File: config.mk
export PLATFORM = sky130hd
export DESIGN_NAME = fir_filter_mc
export DESIGN_NICKNAME = d
export VERILOG_FILES = /design/src/rtl/fir_filter_mc.sv
export SDC_FILE = /design/constraint.sdc
export NUM_CORES = 1
export LEC_CHECK = 0
export BUFFER_PORTS_ARGS = -buffer_cell sky130_fd_sc_hd__buf_2
export CELL_PAD_IN_SITES_DETAIL_PLACEMENT = 1
export CELL_PAD_IN_SITES_GLOBAL_PLACEMENT = 1
export CORE_ASPECT_RATIO = 1.5
export CORE_MARGIN = 1
export CORE_UTILIZATION = 43
export CTS_CLUSTER_DIAMETER = 30
export DETAILED_ROUTE_END_ITERATION = 8
export GPL_TIMING_DRIVEN = 1
export PLACE_DENSITY = 0.83
export SETUP_SLACK_MARGIN = 0.02
export SLEW_MARGIN = 20
export SYNTH_ARGS = -nofsm -noshare
export SYNTH_HDL_FRONTEND = slang
export SYNTH_SLANG_ARGS = --single-unit
File: constraint.sdc
create_clock -name clk -period 4.6 [get_ports clk]
set_input_delay 0.92 -clock clk [delete_from_list [all_inputs] [get_ports clk]]
set_output_delay 0.92 -clock clk [all_outputs]
set_load 0.02 [all_outputs]
File: src/rtl/fir_filter_mc.sv
// Multi-channel time-multiplexed FIR: one shared MAC walks every channel's delay line in turn.
// Define FIR_COEF_WR_EN to make coefficients writable; otherwise every tap is the constant COEF_RST.
module fir_filter_mc #(
    parameter int DATA_W   = 5,
    parameter int COEF_W   = 8,
    parameter int NTAPS    = 8,
    parameter int NCH      = 2,
    parameter int SHIFT    = 3,
    parameter int COEF_RST = 1
) (
    input  logic                      clk,
    input  logic                      resetn,
    input  logic                      clear,
    input  logic                      in_valid,
    output logic                      in_ready,
    input  logic [NCH*DATA_W-1:0]     in_data,
    output logic                      out_valid,
    input  logic                      out_ready,
    output logic [NCH*DATA_W-1:0]     out_data,
    input  logic                      coef_we,
    input  logic [$clog2(NTAPS)-1:0]  coef_addr,
    input  logic [COEF_W-1:0]         coef_data
);
    localparam int AW    = $clog2(NTAPS);
    localparam int CW    = (NCH > 1) ? $clog2(NCH) : 1;
    localparam int PW    = DATA_W + COEF_W;
    localparam int ACC_W = PW + AW;
    localparam int SMAX  = (1 << (DATA_W - 1)) - 1;
    localparam logic signed [ACC_W-1:0] SAT_MAX = ACC_W'(SMAX);
    localparam logic signed [ACC_W-1:0] SAT_MIN = ACC_W'(-SMAX - 1);

    typedef enum logic [1:0] {IDLE, MAC, OUT} state_t;
    state_t state_q, state_d;

    logic signed [DATA_W-1:0] taps [NCH][NTAPS];
    logic signed [ACC_W-1:0]  acc;
    logic signed [ACC_W-1:0]  acc_sum;
    logic signed [PW-1:0]     prod;
    logic signed [COEF_W-1:0] coef_sel;
    logic [AW-1:0]            tap_cnt;
    logic [CW-1:0]            ch_cnt;
    logic                     last_tap, last_ch, accept;

    function automatic logic signed [DATA_W-1:0] sat_shift(input logic signed [ACC_W-1:0] a);
        logic signed [ACC_W-1:0] s;
        s = a >>> SHIFT;
        if (s > SAT_MAX)
            s = SAT_MAX;
        else if (s < SAT_MIN)
            s = SAT_MIN;
        return s[DATA_W-1:0];
    endfunction

`ifdef FIR_COEF_WR_EN
    logic signed [COEF_W-1:0] coefs [NTAPS];

    // Writes land only while idle, so a running computation never sees a coefficient change.
    always_ff @(posedge clk or negedge resetn) begin
        if (!resetn) begin
            for (int k = 0; k < NTAPS; k++)
                coefs[k] <= COEF_W'(COEF_RST);
        end else if (!clear && state_q == IDLE && coef_we && 32'(coef_addr) < NTAPS) begin
            coefs[coef_addr] <= coef_data;
        end
    end

    assign coef_sel = coefs[tap_cnt];
`else
    logic unused_coef;
    assign unused_coef = ^{coef_we, coef_addr, coef_data};
    assign coef_sel    = COEF_W'(COEF_RST);
`endif

    assign last_tap = (tap_cnt == AW'(NTAPS - 1));
    assign last_ch  = (ch_cnt == CW'(NCH - 1));
    assign accept   = in_ready & in_valid & ~clear;
    assign prod     = PW'(taps[ch_cnt][tap_cnt]) * PW'(coef_sel);
    assign acc_sum  = acc + ACC_W'(prod);

    always_ff @(posedge clk or negedge resetn) begin
        if (!resetn)
            state_q <= IDLE;
        else
            state_q <= state_d;
    end

    always_comb begin
        state_d   = state_q;
        in_ready  = 1'b0;
        out_valid = 1'b0;
        case (state_q)
            IDLE: begin
                in_ready = 1'b1;
                if (in_valid)
                    state_d = MAC;
            end
            MAC: begin
                if (last_tap && last_ch)
                    state_d = OUT;
            end
            OUT: begin
                out_valid = 1'b1;
                if (out_ready)
                    state_d = IDLE;
            end
            default: state_d = IDLE;
        endcase
        if (clear)
            state_d = IDLE;
    end

    // Channel-major walk: all taps of one channel, write its result, then move to the next.
    always_ff @(posedge clk or negedge resetn) begin
        if (!resetn) begin
            for (int c = 0; c < NCH; c++)
                for (int k = 0; k < NTAPS; k++)
                    taps[c][k] <= '0;
            acc      <= '0;
            tap_cnt  <= '0;
            ch_cnt   <= '0;
            out_data <= '0;
        end else if (clear) begin
            for (int c = 0; c < NCH; c++)
                for (int k = 0; k < NTAPS; k++)
                    taps[c][k] <= '0;
            acc     <= '0;
            tap_cnt <= '0;
            ch_cnt  <= '0;
        end else if (accept) begin
            for (int c = 0; c < NCH; c++) begin
                taps[c][0] <= in_data[c*DATA_W +: DATA_W];
                for (int k = 1; k < NTAPS; k++)
                    taps[c][k] <= taps[c][k-1];
            end
            acc     <= '0;
            tap_cnt <= '0;
            ch_cnt  <= '0;
        end else if (state_q == MAC) begin
            if (last_tap) begin
                out_data[ch_cnt*DATA_W +: DATA_W] <= sat_shift(acc_sum);
                acc     <= '0;
                tap_cnt <= '0;
                ch_cnt  <= last_ch ? '0 : ch_cnt + CW'(1);
            end else begin
                acc     <= acc_sum;
                tap_cnt <= tap_cnt + AW'(1);
            end
        end
    end
endmodule

==> metrics.txt <==
outcome=completed; nets=526; Worst setup EP type=flop; Final TNS setup=0 ns; clock slew at reported path FFs=0.07 ns; FP Rows=50; H-tree depth=3; RD Place Congestion=0.813; Synth area leader=dfrtp_1; GRT overflow=0; clock skew=0.0112 ns; Seq/Total Area, Yosys=50.0%; Clk network pwr share=38.4%; Std-Cell Core Area=12600 sq um; PortBufs=26; Ports=39; DRC Markers=0; largest net degree at the start of global routing=82; Post-Synth XOR/XNOR Area=2.03%; combinational fraction of design power=11.6%; WS Path Type=flop to flop; CTS Buf Count=9; DR vias=4090; largest cells by area after synthesis=dfrtp_1, a22o_1, mux4_2; predominant post-synthesis flop cell=dfrtp_1; post-layout min period=4.31 ns; dpl ws=0.202 ns; share of flip-flops with an asynchronous set or reset=100%; Fmax=232 MHz; simple-gate share of the synthesized area=6.54%; mean post-synth cell area=12.4 sq um; worst-margin pin slew=0.923 ns; DP HPWL=9240 um; placed cells=621; worst setup margin=0.287 ns; CTS tree=yes; Reg power frac=50.1%; Worst R2R Setup Slack=0.29 ns; Clock Sinks=112; Die W=95.2 um; area grow syn2layout=12.6%; post-synthesis cell type count=53; hold path cells=2; # diodes=0; Final setup viols=0; EDFF count, synth=0; post-synthesis register bit count=112; yosys warns=0; initial antenna violation count=0; Die H=142 um; top cell type's share of synthesized area=50.0%; Max Root-Sink Buffers=2; Max Cap Viol=0; switching power=0.523 mW; Tcrit/Tclk final=93.8%; Synth Area in Compound Gates=23.7%; post-detailed-route count of antenna-violating nets=0; first-pass GRT wire length=23100 um; Pleak=2.87 nW; Endpoint, Worst Hold=acc[9]; DRT Pass-1 Iters=4; fin cells=642; most common cell after layout, fill and taps aside=dfrtp_1; DRT iter0 DRCs=178; Hold Slack=0.492 ns; Critical Path RT=4.83 ns; Int Pwr=1.53 mW; Slew Limit Fails=0; largest family of logic cells by synthesized area=compound AO/OA/AOI/OAI gates; fraction of layout cells with a size suffix above 1=18.3%; number of global-route vias before repair=4539; PD cells=325 nW/um^2; DIE AREA=13500 sq um; global-route usage over all layers=22.2%; FF-to-FF End=out_data[6]; WL final=13500 um; CP Data Arrival Time=4.55 ns; WL per Instance=21.0 um; unrepaired setup endpoints after global routing=no; CP Max Fanout=8; Starting Density=44.6%; Syn Nets=497; mux contribution to synthesized area=10.8%; most frequent cells in the layout=dfrtp_1, a22o_1, buf_2, o21ai_0, buf_4; Root Driver=clkbuf_16; R2R cell count=12; hold wc startpoint=acc[9]; Hold WC Path Type=flop to flop; R2R Path Start=tap_cnt[1]; Clock Latency Late Sink=0.36 ns; Worst IR Drop VDD=0.214 mV; drt via density=6.37; Syn Std Cell Area=5600 sq um; switching share of power=25.5%; Syn Inst Count=452; headroom to the max-slew limit=38.4%; area share of fa/ha/maj cells after synthesis=4.15%; Final Hold Viols=0; Worst setup SP type=flop
[critical path: stages (launching register included)]
cell and delay [ns]:
dfrtp_1 0.50, mux4_1 0.60, mux4_2 0.57, buf_4 0.19
ha_1 0.34, o21a_1 0.13, o21ai_1 0.38, a211oi_1 0.14
o31a_1 0.29, or3_1 0.37, o41a_1 0.32, buf_4 0.17
o32ai_1 0.17
[power groups by stage]
stage / clock network, mW / registers (mW) / logic (mW)
global route: 0.845 / 1.03 / 0.264
floorplan: 0 / 1.05 / 0.140
CTS: 0.805 / 1.03 / 0.236
global placement: 0 / 1.04 / 0.222
finish: 0.788 / 1.03 / 0.237
detailed placement: 0 / 1.05 / 0.234
[metal layers]
| layer | share of wire, % | GRT usage (%) |
|---|---|---|
| met1 | 41 | 26.9 |
| met3 | 1.8 | 3.27 |
| met2 | 55 | 38.6 |
| met5 | 0 | 0 |
| met4 | 2.4 | 9.17 |
[logic make-up after synthesis]
| family | after synthesis |
|---|---|
| compound gates | 172 |
| flops | 112 |
| simple gates | 75 |
| buf+inv | 39 |
| mux | 26 |
| fa+ha+maj | 18 |
| xor+xnor | 10 |
[cells in the mapped netlist (3+ instances only)]
cell	number
a21oi_1	16
clkbuf_1	28
o21ai_0	24
nand3_1	3
nor2_1	22
xnor2_1	3
or3_1	3
o211ai_1	4
a21boi_0	3
a31oi_1	3
a21o_1	5
o32ai_1	8
inv_1	8
nor4_1	4
a211oi_1	3
a2111oi_0	3
nor2b_1	5
mux4_1	8
nand2b_1	5
a22o_1	86
and2_1	3
nand2_1	20
ha_1	17
dfrtp_1	112
mux4_2	17
xor2_1	5
[how the worst max path moves through the flow]
stage	slack, ns	startpoint	to
after floorplan	0.28	ch_cnt	out_data[7]
after global placement	0.37	tap_cnt[1]	out_data[7]
after detailed placement	0.20	tap_cnt[1]	out_data[6]
after CTS	0.18	tap_cnt[1]	out_data[6]
after global routing	0.07	tap_cnt[1]	out_data[6]
final	0.29	tap_cnt[1]	out_data[6]
[state kept, by name, indices dropped and copies added (netlist names)]
register  flops
acc          16
ch_cnt        1
out_data     10
state_q       2
tap_cnt       3
taps         80
[through the flow]
step / total power, mW / utilization (%) / area [sq um]
finish: 2.05 / 50.2 / 6310
detailed placement: 1.28 / 47.5 / 5970
global placement: 1.27 / 47.5 / 5970
CTS: 2.07 / 49.9 / 6270
global route: 2.14 / 50.2 / 6310
floorplan: 1.19 / - / 5600
[area by class of cell]
class,instances,area (sq um)
repair buffers,49,318
multi-input cells,301,2670
fillers,1267,6260
well taps,156,195
clock inverters,5,56.3
clock buffers,11,243
inverters,8,30.0
flip-flops and latches,112,2800
[repair_timing]
action | 4_1_cts | 5_1_grt
hold buffers | 0 | 0
setup buffers | 0 | 5
endpoints found under the setup margin | 0 | 8
gates resized for setup | 0 | 2
Power figures use the tool's default switching activity.
